[src/rtl/beat_sequencer.sv]
// Beat sequencer: decodes a one-hot T1..T4 beat stream into registered control strobes,
// with halt/resume at instruction boundaries. Define BEAT_CHECK_EN to enable beat-order checking.
module beat_sequencer #(
  parameter int unsigned CNT_W = 16
) (
  input  logic             clk,
  input  logic             rst,
  input  logic [3:0]       t,
  input  logic [3:0]       opcode,
  input  logic             halt_req,
  input  logic             resume,
  output logic             ir_load,
  output logic             pc_inc,
  output logic             reg_rd,
  output logic             alu_en,
  output logic             mem_rd,
  output logic             mem_wr,
  output logic             pc_load,
  output logic             reg_wr,
  output logic             busy,
  output logic             beat_err,
  output logic [CNT_W-1:0] instr_cnt
);

  localparam logic [3:0] T1 = 4'b0001;
  localparam logic [3:0] T2 = 4'b0010;
  localparam logic [3:0] T3 = 4'b0100;
  localparam logic [3:0] T4 = 4'b1000;

`ifdef BEAT_CHECK_EN
  typedef enum logic [1:0] {S_IDLE, S_RUN, S_HALT, S_ERR} state_t;
`else
  typedef enum logic [1:0] {S_IDLE, S_RUN, S_HALT} state_t;
`endif

  state_t           state_q, state_d;
  logic [3:0]       last_q, last_d;
  logic [3:0]       op_q, op_d;
  logic             halt_pend_q, halt_pend_d;
  logic             res_pend_q, res_pend_d;
  logic [CNT_W-1:0] instr_cnt_q, instr_cnt_d;
  logic             ir_load_q, ir_load_d;
  logic             pc_inc_q, pc_inc_d;
  logic             reg_rd_q, reg_rd_d;
  logic             alu_en_q, alu_en_d;
  logic             mem_rd_q, mem_rd_d;
  logic             mem_wr_q, mem_wr_d;
  logic             pc_load_q, pc_load_d;
  logic             reg_wr_q, reg_wr_d;
  logic             new_beat;
  logic             fire_t1;
  logic             fire_run;
`ifdef BEAT_CHECK_EN
  logic             beat_err_q, beat_err_d;
  logic [3:0]       next_beat;
`endif

  always_comb begin
    state_d     = state_q;
    last_d      = last_q;
    op_d        = op_q;
    halt_pend_d = halt_pend_q;
    res_pend_d  = res_pend_q;
    instr_cnt_d = instr_cnt_q;
    ir_load_d   = 1'b0;
    pc_inc_d    = 1'b0;
    reg_rd_d    = 1'b0;
    alu_en_d    = 1'b0;
    mem_rd_d    = 1'b0;
    mem_wr_d    = 1'b0;
    pc_load_d   = 1'b0;
    reg_wr_d    = 1'b0;
    fire_t1     = 1'b0;
    fire_run    = 1'b0;
    // A beat equal to the last one seen is a repeat and never re-fires its strobes.
    new_beat    = (t != last_q);
`ifdef BEAT_CHECK_EN
    beat_err_d  = beat_err_q;
    next_beat   = {last_q[2:0], last_q[3]};
`endif

    case (state_q)
      S_IDLE: begin
        if (t == T1) begin
          state_d = S_RUN;
          last_d  = t;
          fire_t1 = 1'b1;
        end
      end
      S_RUN: begin
        last_d = t;
        if (halt_req) halt_pend_d = 1'b1;
`ifdef BEAT_CHECK_EN
        if (new_beat && (t != next_beat)) begin
          state_d    = S_ERR;
          beat_err_d = 1'b1;
        end else
`endif
        if (new_beat) fire_run = 1'b1;
      end
      S_HALT: begin
        last_d = t;
        if (resume) begin
          res_pend_d = 1'b1;
          if (halt_req) halt_pend_d = 1'b1;
        end
`ifdef BEAT_CHECK_EN
        if (new_beat && (t != next_beat)) begin
          state_d    = S_ERR;
          beat_err_d = 1'b1;
        end else
`endif
        if (new_beat && (t == T1) && (res_pend_q || resume)) begin
          state_d    = S_RUN;
          res_pend_d = 1'b0;
          fire_t1    = 1'b1;
        end
      end
`ifdef BEAT_CHECK_EN
      S_ERR: ;
`endif
      default: state_d = S_IDLE;
    endcase

    if (fire_run) begin
      case (t)
        T1: fire_t1 = 1'b1;
        T2: reg_rd_d = 1'b1;
        T3: begin
          if (op_q <= 4'h7) alu_en_d = 1'b1;
          else begin
            case (op_q)
              4'h8:    mem_rd_d  = 1'b1;
              4'h9:    mem_wr_d  = 1'b1;
              4'hA:    pc_load_d = 1'b1;
              default: ;
            endcase
          end
        end
        T4: begin
          reg_wr_d    = (op_q <= 4'h8);
          instr_cnt_d = instr_cnt_q + CNT_W'(1);
          // A halt request arriving on the T4 cycle itself still halts at this boundary.
          if (halt_pend_q || halt_req) begin
            state_d     = S_HALT;
            halt_pend_d = 1'b0;
          end
        end
        default: ;
      endcase
    end

    if (fire_t1) begin
      ir_load_d = 1'b1;
      pc_inc_d  = 1'b1;
      op_d      = opcode;
    end
  end

  always_ff @(posedge clk) begin
    if (!rst) begin
      state_q     <= S_IDLE;
      last_q      <= '0;
      op_q        <= '0;
      halt_pend_q <= 1'b0;
      res_pend_q  <= 1'b0;
      instr_cnt_q <= '0;
      ir_load_q   <= 1'b0;
      pc_inc_q    <= 1'b0;
      reg_rd_q    <= 1'b0;
      alu_en_q    <= 1'b0;
      mem_rd_q    <= 1'b0;
      mem_wr_q    <= 1'b0;
      pc_load_q   <= 1'b0;
      reg_wr_q    <= 1'b0;
`ifdef BEAT_CHECK_EN
      beat_err_q  <= 1'b0;
`endif
    end else begin
      state_q     <= state_d;
      last_q      <= last_d;
      op_q        <= op_d;
      halt_pend_q <= halt_pend_d;
      res_pend_q  <= res_pend_d;
      instr_cnt_q <= instr_cnt_d;
      ir_load_q   <= ir_load_d;
      pc_inc_q    <= pc_inc_d;
      reg_rd_q    <= reg_rd_d;
      alu_en_q    <= alu_en_d;
      mem_rd_q    <= mem_rd_d;
      mem_wr_q    <= mem_wr_d;
      pc_load_q   <= pc_load_d;
      reg_wr_q    <= reg_wr_d;
`ifdef BEAT_CHECK_EN
      beat_err_q  <= beat_err_d;
`endif
    end
  end

  assign ir_load   = ir_load_q;
  assign pc_inc    = pc_inc_q;
  assign reg_rd    = reg_rd_q;
  assign alu_en    = alu_en_q;
  assign mem_rd    = mem_rd_q;
  assign mem_wr    = mem_wr_q;
  assign pc_load   = pc_load_q;
  assign reg_wr    = reg_wr_q;
  assign busy      = (state_q == S_RUN);
  assign instr_cnt = instr_cnt_q;
`ifdef BEAT_CHECK_EN
  assign beat_err  = beat_err_q;
`else
  assign beat_err  = 1'b0;
`endif

endmodule
[config.mk]
export PLATFORM = sky130hd
export DESIGN_NAME = beat_sequencer
export DESIGN_NICKNAME = d
export VERILOG_FILES = /design/src/rtl/beat_sequencer.sv
export SDC_FILE = /design/constraint.sdc
export NUM_CORES = 1
export LEC_CHECK = 0
export BUFFER_PORTS_ARGS = -buffer_cell sky130_fd_sc_hd__buf_2
export CORE_ASPECT_RATIO = 1.2
export CORE_MARGIN = 5
export CORE_UTILIZATION = 50
export DETAILED_ROUTE_END_ITERATION = 6
export GPL_ROUTABILITY_DRIVEN = 0
export PLACE_DENSITY = 0.85
export SKIP_LAST_GASP = 1
export SLEW_MARGIN = 0
export SYNTH_ARGS = -nofsm -noshare
export SYNTH_HDL_FRONTEND = slang
export SYNTH_SLANG_ARGS = --single-unit
[constraint.sdc]
create_clock -name clk -period 3.48 [get_ports clk]
set_input_delay 0.696 -clock clk [delete_from_list [all_inputs] [get_ports clk]]
set_output_delay 0.696 -clock clk [all_outputs]
set_load 0.01 [all_outputs]
==> results.cfg <==
[worst_setup_path]
cpPeakStageDelay_ps = 750
crit_buf_inv = 1
crit_top_cell = nand3_1
cp-start-kind = flip-flop
cpMaxStageDelayCell = or4_2
required_ps = 3710
critPathTopFamily = simple AND/OR/NAND/NOR gates
crit_type = flip-flop to flip-flop
rr_worst_depth = 6
worstPathArrival_ps = 2480
end_kind = flip-flop
cp.depth = 6
path_cells = inv_1, ha_1, and2b_1, nand3_1, or4_2, nand3_1
crit_fanout = 16

[timing]
final.min_clock_period_ps = 2249
worst_slew_pin_slew_ps = 661.0
period_share_pct = 64.61
setup_ws_ps = 1231
timing_hold_violations_final = 0
relSlewSlack_pct = 55.31
setup_viol = 0
finalSetupTns_ps = 0
rsz0062_at_grt = false
clock.fmax_ghz = 0.4447
skew_ps = 3.853
finalMaxSlewViolations = 0

[grt]
grt_max_degree = 36
overflow = 0
grt_pass1_wl_um = 6368
grt.total_usage_pct = 16.60
grt_pass1_vias = 1432
antenna_found_initial = 0

[job]
maxCapViolations = 0

[detailed_routing]
drt_drc_violations_left = 0
wl_um = 3686
viasPerCell = 5.818
via_count = 1536
ant_nets = 0
dr.pass1.iters = 4
drt_iter0_drc = 52
wl_per_cell_um = 13.96

[floorplan]
start_util_pct = 52.87
coreArea_mm2 = 0.003396
core.rowCount = 23
die_w_um = 64.71
ioPinCount = 38
die_area_mm2 = 0.004895
die_h_um = 75.65

[layout]
fin_nets = 243
area_growth_pct = 15.82
final_cell_mix = 36 x buf_2, 35 x dfxtp_1, 17 x nand2_1
final_core_util_pct = 61.24
mostFrequentLayoutCell = buf_2
drive_gt1_share_pct = 24.67
fin_cells = 264
antenna_cells = 0

[clocking]
ctsHoldBuffers = 0
htree_levels = 2
post_cts_resized = 0
path_clk_slew_ps = 70
cts_buffers = 5
cts_root_buf = clkbuf_8
cts_tree = done
worst_skew_pair.late_latency_ps = 280
cts_buffer_depth = 2
cts_setup_buffers = 0
clock_sinks = 35

[placement]
port_buffers = 36
dp_hpwl_um = 2590
dp.cells = 256
dp_slack_ps = 1123

[min_path]
holdPathStages = 2
hp-class = flip-flop to flip-flop

[yosys]
ys_seq_area_share_pct = 39.02
ys_warn_count = 0
synth_cells = 192
synth-main-ff-cell = dfxtp_1
synth-edff-count = 0
syn_avg_cell_area_um2 = 9.351
ys_types = 45
synthArstFlopShare_pct = 0
synthesis.nets = 209
synth.cell_area_mm2 = 0.001795
ys_seq_elements = 35

[outcome]
status = finished clean

[pwr]
cellPowerDensity_mw_per_mm2 = 418.0
total_power_uw = 869.2
vdd_drop_max_mv = 0.1848
p_leak_uw = 0.0008827
==> sequential cells by signal, summed over array words and instances, names as in the netlist, 2 cells and up <==
register,count
instr_cnt,16
last_q,4
op_q,4
state_q,2
==> kinds of logic after synthesis <==
group | Yosys count | synth area share, %
flip-flops | 35 | 39.02
buffers and inverters | 15 | 4.808
XOR/XNOR | 4 | 2.370
multiplexers | 14 | 7.805
adder cells (fa/ha/maj) | 5 | 3.484
other | 1 | 0.2089
AO/OA/AOI/OAI | 34 | 13.80
AND/OR/NAND/NOR | 84 | 28.50
==> final timing paths <==
path / start / end / slack, ps
min reg2reg: instr_cnt[15] / instr_cnt[15] / 480
min: instr_cnt[15] / instr_cnt[15] / 480
max reg2reg: state_q[1] / state_q[1] / 1230
max: state_q[1] / state_q[1] / 1230
==> synthesized netlist by cell type (5+ instances only) <==
master / n / area share (%)
ha_1: 5 / 3.5
o311ai_0: 6 / 2.9
clkbuf_1: 5 / 1.0
o41ai_1: 6 / 2.9
a21oi_1: 9 / 2.5
dfxtp_1: 35 / 39
mux2i_1: 14 / 7.8
nor2_1: 11 / 2.3
nor4b_1: 5 / 2.4
nand2_1: 17 / 3.6
nand3_1: 5 / 1.4
inv_1: 5 / 1.0
nand2b_1: 12 / 4.2
==> worst min-delay path, stage by stage, from the launching register on <==
cell     delay (ps)
dfxtp_1         320
nand2_1          50
mux2i_1          60
==> report_power, final <==
group / leakage (uW) / total [uW] / switching, uW / internal [uW]
logic: 0.000539 / 79.4 / 48.6 / 30.8
registers: 0.000282 / 413 / 5.90 / 407
clock network: 0.0000612 / 377 / 145 / 232
total: 0.000883 / 869 / 200 / 670
==> metrics by stage <==
| stage | instance area (um2) | hold slack (ps) |
|---|---|---|
| floorplan | 1795 | 442.3 |
| global placement | 1962 | 451.2 |
| detailed placement | 1962 | 469.1 |
| CTS | 2079 | 481.1 |
| global route | 2079 | 511.9 |
| finish | 2079 | 479.8 |
==> cell type report <==
class / instances / area, um2
inverters: 5 / 18.77
flip-flops and latches: 35 / 700.7
well taps: 37 / 46.29
clock inverters: 2 / 35.03
fillers: 298 / 1316
repair buffers: 37 / 187.7
multi-input cells: 142 / 1008
clock buffers: 6 / 82.58
==> per-layer routing <==
| layer | vias to the layer above | global-route usage (%) | share of wire [%] |
|---|---|---|---|
| met5 | - | 0 | 0 |
| met1 | 715 | 19.09 | 42 |
| met2 | 37 | 28.18 | 51 |
| met3 | 10 | 5.162 | 4.3 |
| met4 | 0 | 8.216 | 2.8 |
| li1 | 774 | - | - |
Power figures use the tool's default switching activity.
